`src/rtl/dmem_pkg.sv`:
```
// rtl/dmem_pkg.sv - shared types and constants for the multi-cycle data-memory responder
//
// Purpose : FSM state encoding, data width, default latency and request op encoding
//           used by dmem_mc_responder and dmem_array.
// Ports   : none (package)

package dmem_pkg;

  localparam int DMEM_DATA_W      = 16;
  localparam int DMEM_LATENCY_DEF = 4;

  typedef enum logic [1:0] {
    ST_IDLE = 2'd0,
    ST_WAIT = 2'd1,
    ST_RESP = 2'd2
  } dmem_state_e;

  typedef enum logic {
    OP_RD = 1'b0,
    OP_WR = 1'b1
  } dmem_op_e;

endpackage

```
`src/rtl/dmem_array.sv`:
```
// rtl/dmem_array.sv - single-port synchronous word array with registered read data
//
// Purpose : backing storage for dmem_mc_responder; 2**ADDR_W words of DATA_W bits.
// Ports   : clk   in  clock, rising edge
//           we    in  write strobe, commits wdata to idx
//           re    in  read strobe, loads rdata from idx
//           idx   in  word index
//           wdata in  write data
//           rdata out registered read data, holds until the next re
// Storage and rdata carry no reset.

module dmem_array
  import dmem_pkg::*;
#(
  parameter int ADDR_W = 8,
  parameter int DATA_W = DMEM_DATA_W
) (
  input  logic              clk,
  input  logic              we,
  input  logic              re,
  input  logic [ADDR_W-1:0] idx,
  input  logic [DATA_W-1:0] wdata,
  output logic [DATA_W-1:0] rdata
);

  logic [DATA_W-1:0] r_mem [2**ADDR_W];
  logic [DATA_W-1:0] r_rdata;

  always_ff @(posedge clk) begin
    if (we) begin
      r_mem[idx] <= wdata;
    end
    if (re) begin
      r_rdata <= r_mem[idx];
    end
  end

  assign rdata = r_rdata;

endmodule

```
`src/rtl/dmem_mc_responder.sv`:
```
// rtl/dmem_mc_responder.sv - multi-cycle data-memory responder for the MEM stage
//
// Purpose : accepts one read or write at a time from IDLE, completes it LATENCY cycles
//           after acceptance, and pulses data_valid for one cycle on completion.
// Ports   : clk        in  clock, rising edge
//           rst_n      in  synchronous active-low reset
//           addr       in  byte address, word index = addr[ADDR_W:1]
//           data_in    in  write data, sampled at acceptance
//           wr         in  write request (wins over enable)
//           enable     in  read request
//           data_out   out read data, valid with data_valid, held until the next read completes
//           data_valid out one-cycle completion pulse
//           busy       out request in flight; new requests are ignored

module dmem_mc_responder
  import dmem_pkg::*;
#(
  parameter int ADDR_W  = 8,
  parameter int LATENCY = DMEM_LATENCY_DEF
) (
  input  logic                   clk,
  input  logic                   rst_n,
  input  logic [15:0]            addr,
  input  logic [DMEM_DATA_W-1:0] data_in,
  input  logic                   wr,
  input  logic                   enable,
  output logic [DMEM_DATA_W-1:0] data_out,
  output logic                   data_valid,
  output logic                   busy
);

  dmem_state_e             r_state;
  logic [3:0]              r_cnt;
  logic [ADDR_W-1:0]       r_idx;
  logic [DMEM_DATA_W-1:0]  r_wdata;
  dmem_op_e                r_op;
  // Set once a read has completed since reset; until then data_out reads as zero
  // because the array's read register has no reset of its own.
  logic                    r_rd_done;

  logic                    w_fire;
  logic                    w_we;
  logic                    w_re;
  logic [DMEM_DATA_W-1:0]  w_rdata;
  logic                    w_unused_addr;

  // The array access happens on the WAIT->RESP edge. Gating with rst_n makes a reset
  // on that same edge abort the access, so a pending write never commits.
  assign w_fire = rst_n && (r_state == ST_WAIT) && (r_cnt == 4'd0);
  assign w_we   = w_fire && (r_op == OP_WR);
  assign w_re   = w_fire && (r_op == OP_RD);

  assign w_unused_addr = ^{addr[15:ADDR_W+1], addr[0]};

  dmem_array #(
    .ADDR_W (ADDR_W),
    .DATA_W (DMEM_DATA_W)
  ) u_array (
    .clk   (clk),
    .we    (w_we),
    .re    (w_re),
    .idx   (r_idx),
    .wdata (r_wdata),
    .rdata (w_rdata)
  );

  always_ff @(posedge clk) begin
    if (!rst_n) begin
      r_state   <= ST_IDLE;
      r_cnt     <= 4'd0;
      r_idx     <= '0;
      r_wdata   <= '0;
      r_op      <= OP_RD;
      r_rd_done <= 1'b0;
    end else begin
      case (r_state)
        ST_IDLE: begin
          if (wr || enable) begin
            r_idx   <= addr[ADDR_W:1];
            r_wdata <= data_in;
            r_op    <= wr ? OP_WR : OP_RD;
            // Acceptance edge plus the WAIT->RESP edge account for two of the LATENCY cycles.
            r_cnt   <= 4'(LATENCY - 2);
            r_state <= ST_WAIT;
          end
        end
        ST_WAIT: begin
          if (r_cnt == 4'd0) begin
            r_state <= ST_RESP;
            if (r_op == OP_RD) begin
              r_rd_done <= 1'b1;
            end
          end else begin
            r_cnt <= r_cnt - 4'd1;
          end
        end
        ST_RESP: begin
          r_state <= ST_IDLE;
        end
        default: begin
          r_state <= ST_IDLE;
        end
      endcase
    end
  end

  // The array read register only moves on a read completion, so it already holds
  // data_out between reads; writes leave it untouched.
  assign data_out   = r_rd_done ? w_rdata : '0;
  assign busy       = (r_state != ST_IDLE);
  assign data_valid = (r_state == ST_RESP);

endmodule
```
`config.mk`:
```
export PLATFORM = sky130hd
export DESIGN_NAME = dmem_mc_responder
export DESIGN_NICKNAME = d
export VERILOG_FILES = /design/src/rtl/dmem_pkg.sv /design/src/rtl/dmem_array.sv /design/src/rtl/dmem_mc_responder.sv
export SDC_FILE = /design/constraint.sdc
export NUM_CORES = 2
export LEC_CHECK = 0
export CAP_MARGIN = 20
export CORE_ASPECT_RATIO = 1.1
export CORE_MARGIN = 1.5
export CORE_UTILIZATION = 60
export CTS_BUF_LIST = sky130_fd_sc_hd__clkbuf_8 sky130_fd_sc_hd__clkbuf_16
export DETAILED_ROUTE_END_ITERATION = 8
export GPL_TIMING_DRIVEN = 0
export PLACE_DENSITY = 0.76
export SYNTH_ARGS = -nofsm -noshare
export SYNTH_HDL_FRONTEND = slang
export SYNTH_SLANG_ARGS = --single-unit
```
`constraint.sdc`:
```
create_clock -name clk -period 6.5 [get_ports clk]
set_input_delay 1.3 -clock clk [delete_from_list [all_inputs] [get_ports clk]]
set_output_delay 1.3 -clock clk [all_outputs]
set_load 0.02 [all_outputs]
```
==> flow_summary.yaml <==
status:
  status: "finished clean"
worst_setup_path:
  end_kind: "register"
  critical_path.slowest_cell: "clkbuf_1"
  rrSetupSlack_ns: 0.11
  critical_path_class: "register to register"
  reg2reg_from: "r_idx[1]$_SDFFE_PN0P_"
  reg2reg_depth: 9
  start_kind: "register"
  critPathMaxStageDelay_ns: 0.94
  crit_buf_inv: 6
  worstPathArrival_ns: 7.06
  critPathRequiredTime_ns: 7.18
  critPathTopFamily: "buffers and inverters"
  r2r-end: "u_array.r_mem[155][5]$_DFFE_PP_"
  path_cells: "buf_2, buf_2, clkbuf_1, and4_1, nand2_1, clkbuf_2, buf_12, nor2_1, buf_4"
  cp_common_cell: "buf_2"
  cp_max_fo: 10
worst_hold_path:
  hold_class: "register to register"
  min_from: "r_wdata[13]$_SDFFE_PN0P_"
  hold_end: "u_array.r_mem[159][13]$_DFFE_PP_"
  holdPathStages: 0
place:
  place_area_um2: 166000
  place_congestion: 0.989
  post-dp-hpwl_um: 294000
  port_buffers: 45
synth:
  syn_inst: 6870
  synthesis.area_um2: 157000
  ys_types: 34
  postSynthAreaPerCell_um2: 22.8
  synth-seq-cells: 4144
  synthTopCellsByArea: "edfxtp_1 79%, mux4_2 15%, a22oi_1 2.5%"
  synth_top_area_share_pct: 78.8
  synth_fp_nets: 6907
  synth.largest_area_cell: "edfxtp_1"
  yosysWarnings: 0
  ys_seq_area_share_pct: 79.2
routing:
  dr_wl_met2_um: 209000
  drc: 0
  ant_nets: 0
  via_count: 82500
  dr.pass1.iters: 9
  routed.top_layer: "met5"
  met1Wirelength_um: 146000
  dr_wl_met3_um: 63800
  drt_wl_total_um: 457000
  avgRoutedWirePerCell_um: 40.3
  drt_iter0_drc: 13900
  viasPerCell: 7.28
cells_and_area:
  num-nets-final: 7592
  drive_gt1_share_pct: 27.9
  fillers: 14900
  fin_area_um2: 179000
  area_delta_synth_final_pct: 14.0
sta:
  post-route-period-util_pct: 98.2
  grt_setup_unrepaired: "no"
  maxSlewHeadroom_pct: 13.0
  min_period_ns: 6.39
  fin_tns_setup_ns: 0
  hold_violations: 0
  tightest_slew_ns: 1.29
  fin_hold_ws_ns: 0.559
  fmax_mhz: 157
  maxSlewViolCount: 0
  setup_violations: 0
  fin_skew_ns: 0.0897
global_routing:
  antenna_found_initial: 34
  grt_max_degree: 89
  grt_pass1_wl_um: 631000
  grt_pass1_vias: 81200
  grt_use_total_pct: 34.7
  overflow: 0
die:
  fp.dieW_um: 490
  fp.dieH_um: 539
  dieArea_um2: 264000
  core_area_um2: 259000
  pin_count: 54
  start_util_pct: 60.4
  placementRows: 196
pwr:
  cellPowerDensity_nw_per_um2: 321
  leakage_uw: 0.0547
  irDropWorstVdd_uv: 282
clocking:
  post-cts-setup-buffer-count: 0
  tritoncts: "done"
  htreeDepth: 5
  cts_resized: 0
  clk_pin_slew_ns: 0.06
  root_buffer: "clkbuf_16"
  holdBufCountCts: 0
  clock_path_buffers: 4
  cts_sinks: 4144
  insertion_delay_ns: 1.01
  cts_buffers: 402
job:
  maxCapViolations: 0
stage by stage:
stage / utilization (%) / power, µW / instances / setup slack, ns
after floorplan: - / 33100 / 6870 / 2.25
after global placement: 62.3 / 35300 / 10400 / -2.72
after detailed placement: 64.0 / 35300 / 10600 / 0.691
after CTS: 68.8 / 57100 / 11300 / 0.664
after global routing: 68.8 / 58300 / 11300 / 0.360
final: 68.9 / 57400 / 11300 / 0.114
cell families after synthesis:
group | share of synthesized area (%)
DFF | 79.2
muxes | 14.7
AOI/OAI and AO/OA | 3.77
buffers and inverters | 1.24
and+or+nand+nor | 1.09
xor gates and xnor gates | 0.0112
adders and majority gates | 0.00798
cells in the final DEF (no fill, tap or decap), drive strengths merged, types with 20 or more instances in the layout:
cell,synthesis,layout
edfxtp,4112,4112
mux4,1024,1024
clkbuf,268,678
a22oi,513,513
buf,155,389
nor2,266,266
a21oi,257,257
clkinv,0,159
inv,3,87
nand2,77,77
o41ai,64,64
clkdlybuf4s50,0,45
bufinv,0,33
dfxtp,32,32
a21boi,25,25
clkinvlp,0,21
diode,0,20
layout make-up:
type                       count  area (µm²)  area share (%)
antenna                       20        50.0          0.0280
timing repair buffer         281        4390            2.46
clock inverter               297        2240            1.25
tap                         3465        4340            2.43
multi-input combinational   2300       31300            17.5
clock buffer                 408       10200            5.71
sequential                  4144      124000            69.5
buffer                       423        1960            1.09
inverter                       3        11.3         0.00630
worst max path at each step:
stage | to | slack, ns | startpoint | cells past startpoint
global route | u_array.r_mem[155][11]$_DFFE_PP_ | 0.36 | r_idx[1]$_SDFFE_PN0P_ | 9
CTS | u_array.r_mem[155][5]$_DFFE_PP_ | 0.66 | r_idx[1]$_SDFFE_PN0P_ | 9
floorplan | u_array.r_mem[0][0]$_DFFE_PP_ | 2.25 | r_wdata[0]$_SDFFE_PN0P_ | 0
detailed placement | u_array.r_mem[155][12]$_DFFE_PP_ | 0.69 | r_idx[1]$_SDFFE_PN0P_ | 9
global placement | u_array.r_mem[40][5]$_DFFE_PP_ | -2.72 | r_wdata[5]$_SDFFE_PN0P_ | 0
finish | u_array.r_mem[155][5]$_DFFE_PP_ | 0.11 | r_idx[1]$_SDFFE_PN0P_ | 9
report_power, final:
part           internal, µW  total (µW)  switching (µW)
sequential            29800       29900             195
clock                 12600       22400            9800
combinational          1630        4990            3360
synth_stat cells:
cell      instances
a21boi_0         25
a21o_1            1
a21oi_1         257
a22oi_1         513
and2_1           19
and3_1            1
and4_1            1
and4b_1           2
and4bb_2          1
buf_1            41
buf_2            70
buf_4            21
buf_6            23
clkbuf_1        268
dfxtp_1          32
edfxtp_1       4112
ha_1              1
inv_1             3
mux4_2         1024
nand2_1          77
nand2b_1          3
nand3_1           7
nand4_1          17
nor2_1          266
nor2b_1          13
nor3b_1           1
nor4_1            1
o21a_1            1
o21ai_0           1
o21ai_1           1
o41ai_1          64
or2_2             1
xnor2_1           1
xor2_1            1
metal layers:
metal,vias up,GRT usage (%)
met5,-,0.561
met3,1547,11.1
met4,28,24.0
met2,7593,51.9
met1,42500,43.7
li1,30900,-
state kept, by name (all words and copies together) (netlist names):
signal	flops
u_array.r_mem	4096
r_wdata	16
u_array.rdata	16
r_idx	8
r_cnt	4
r_state	2
r_op	1
r_rd_done	1
(Power assumes the default switching activity.)
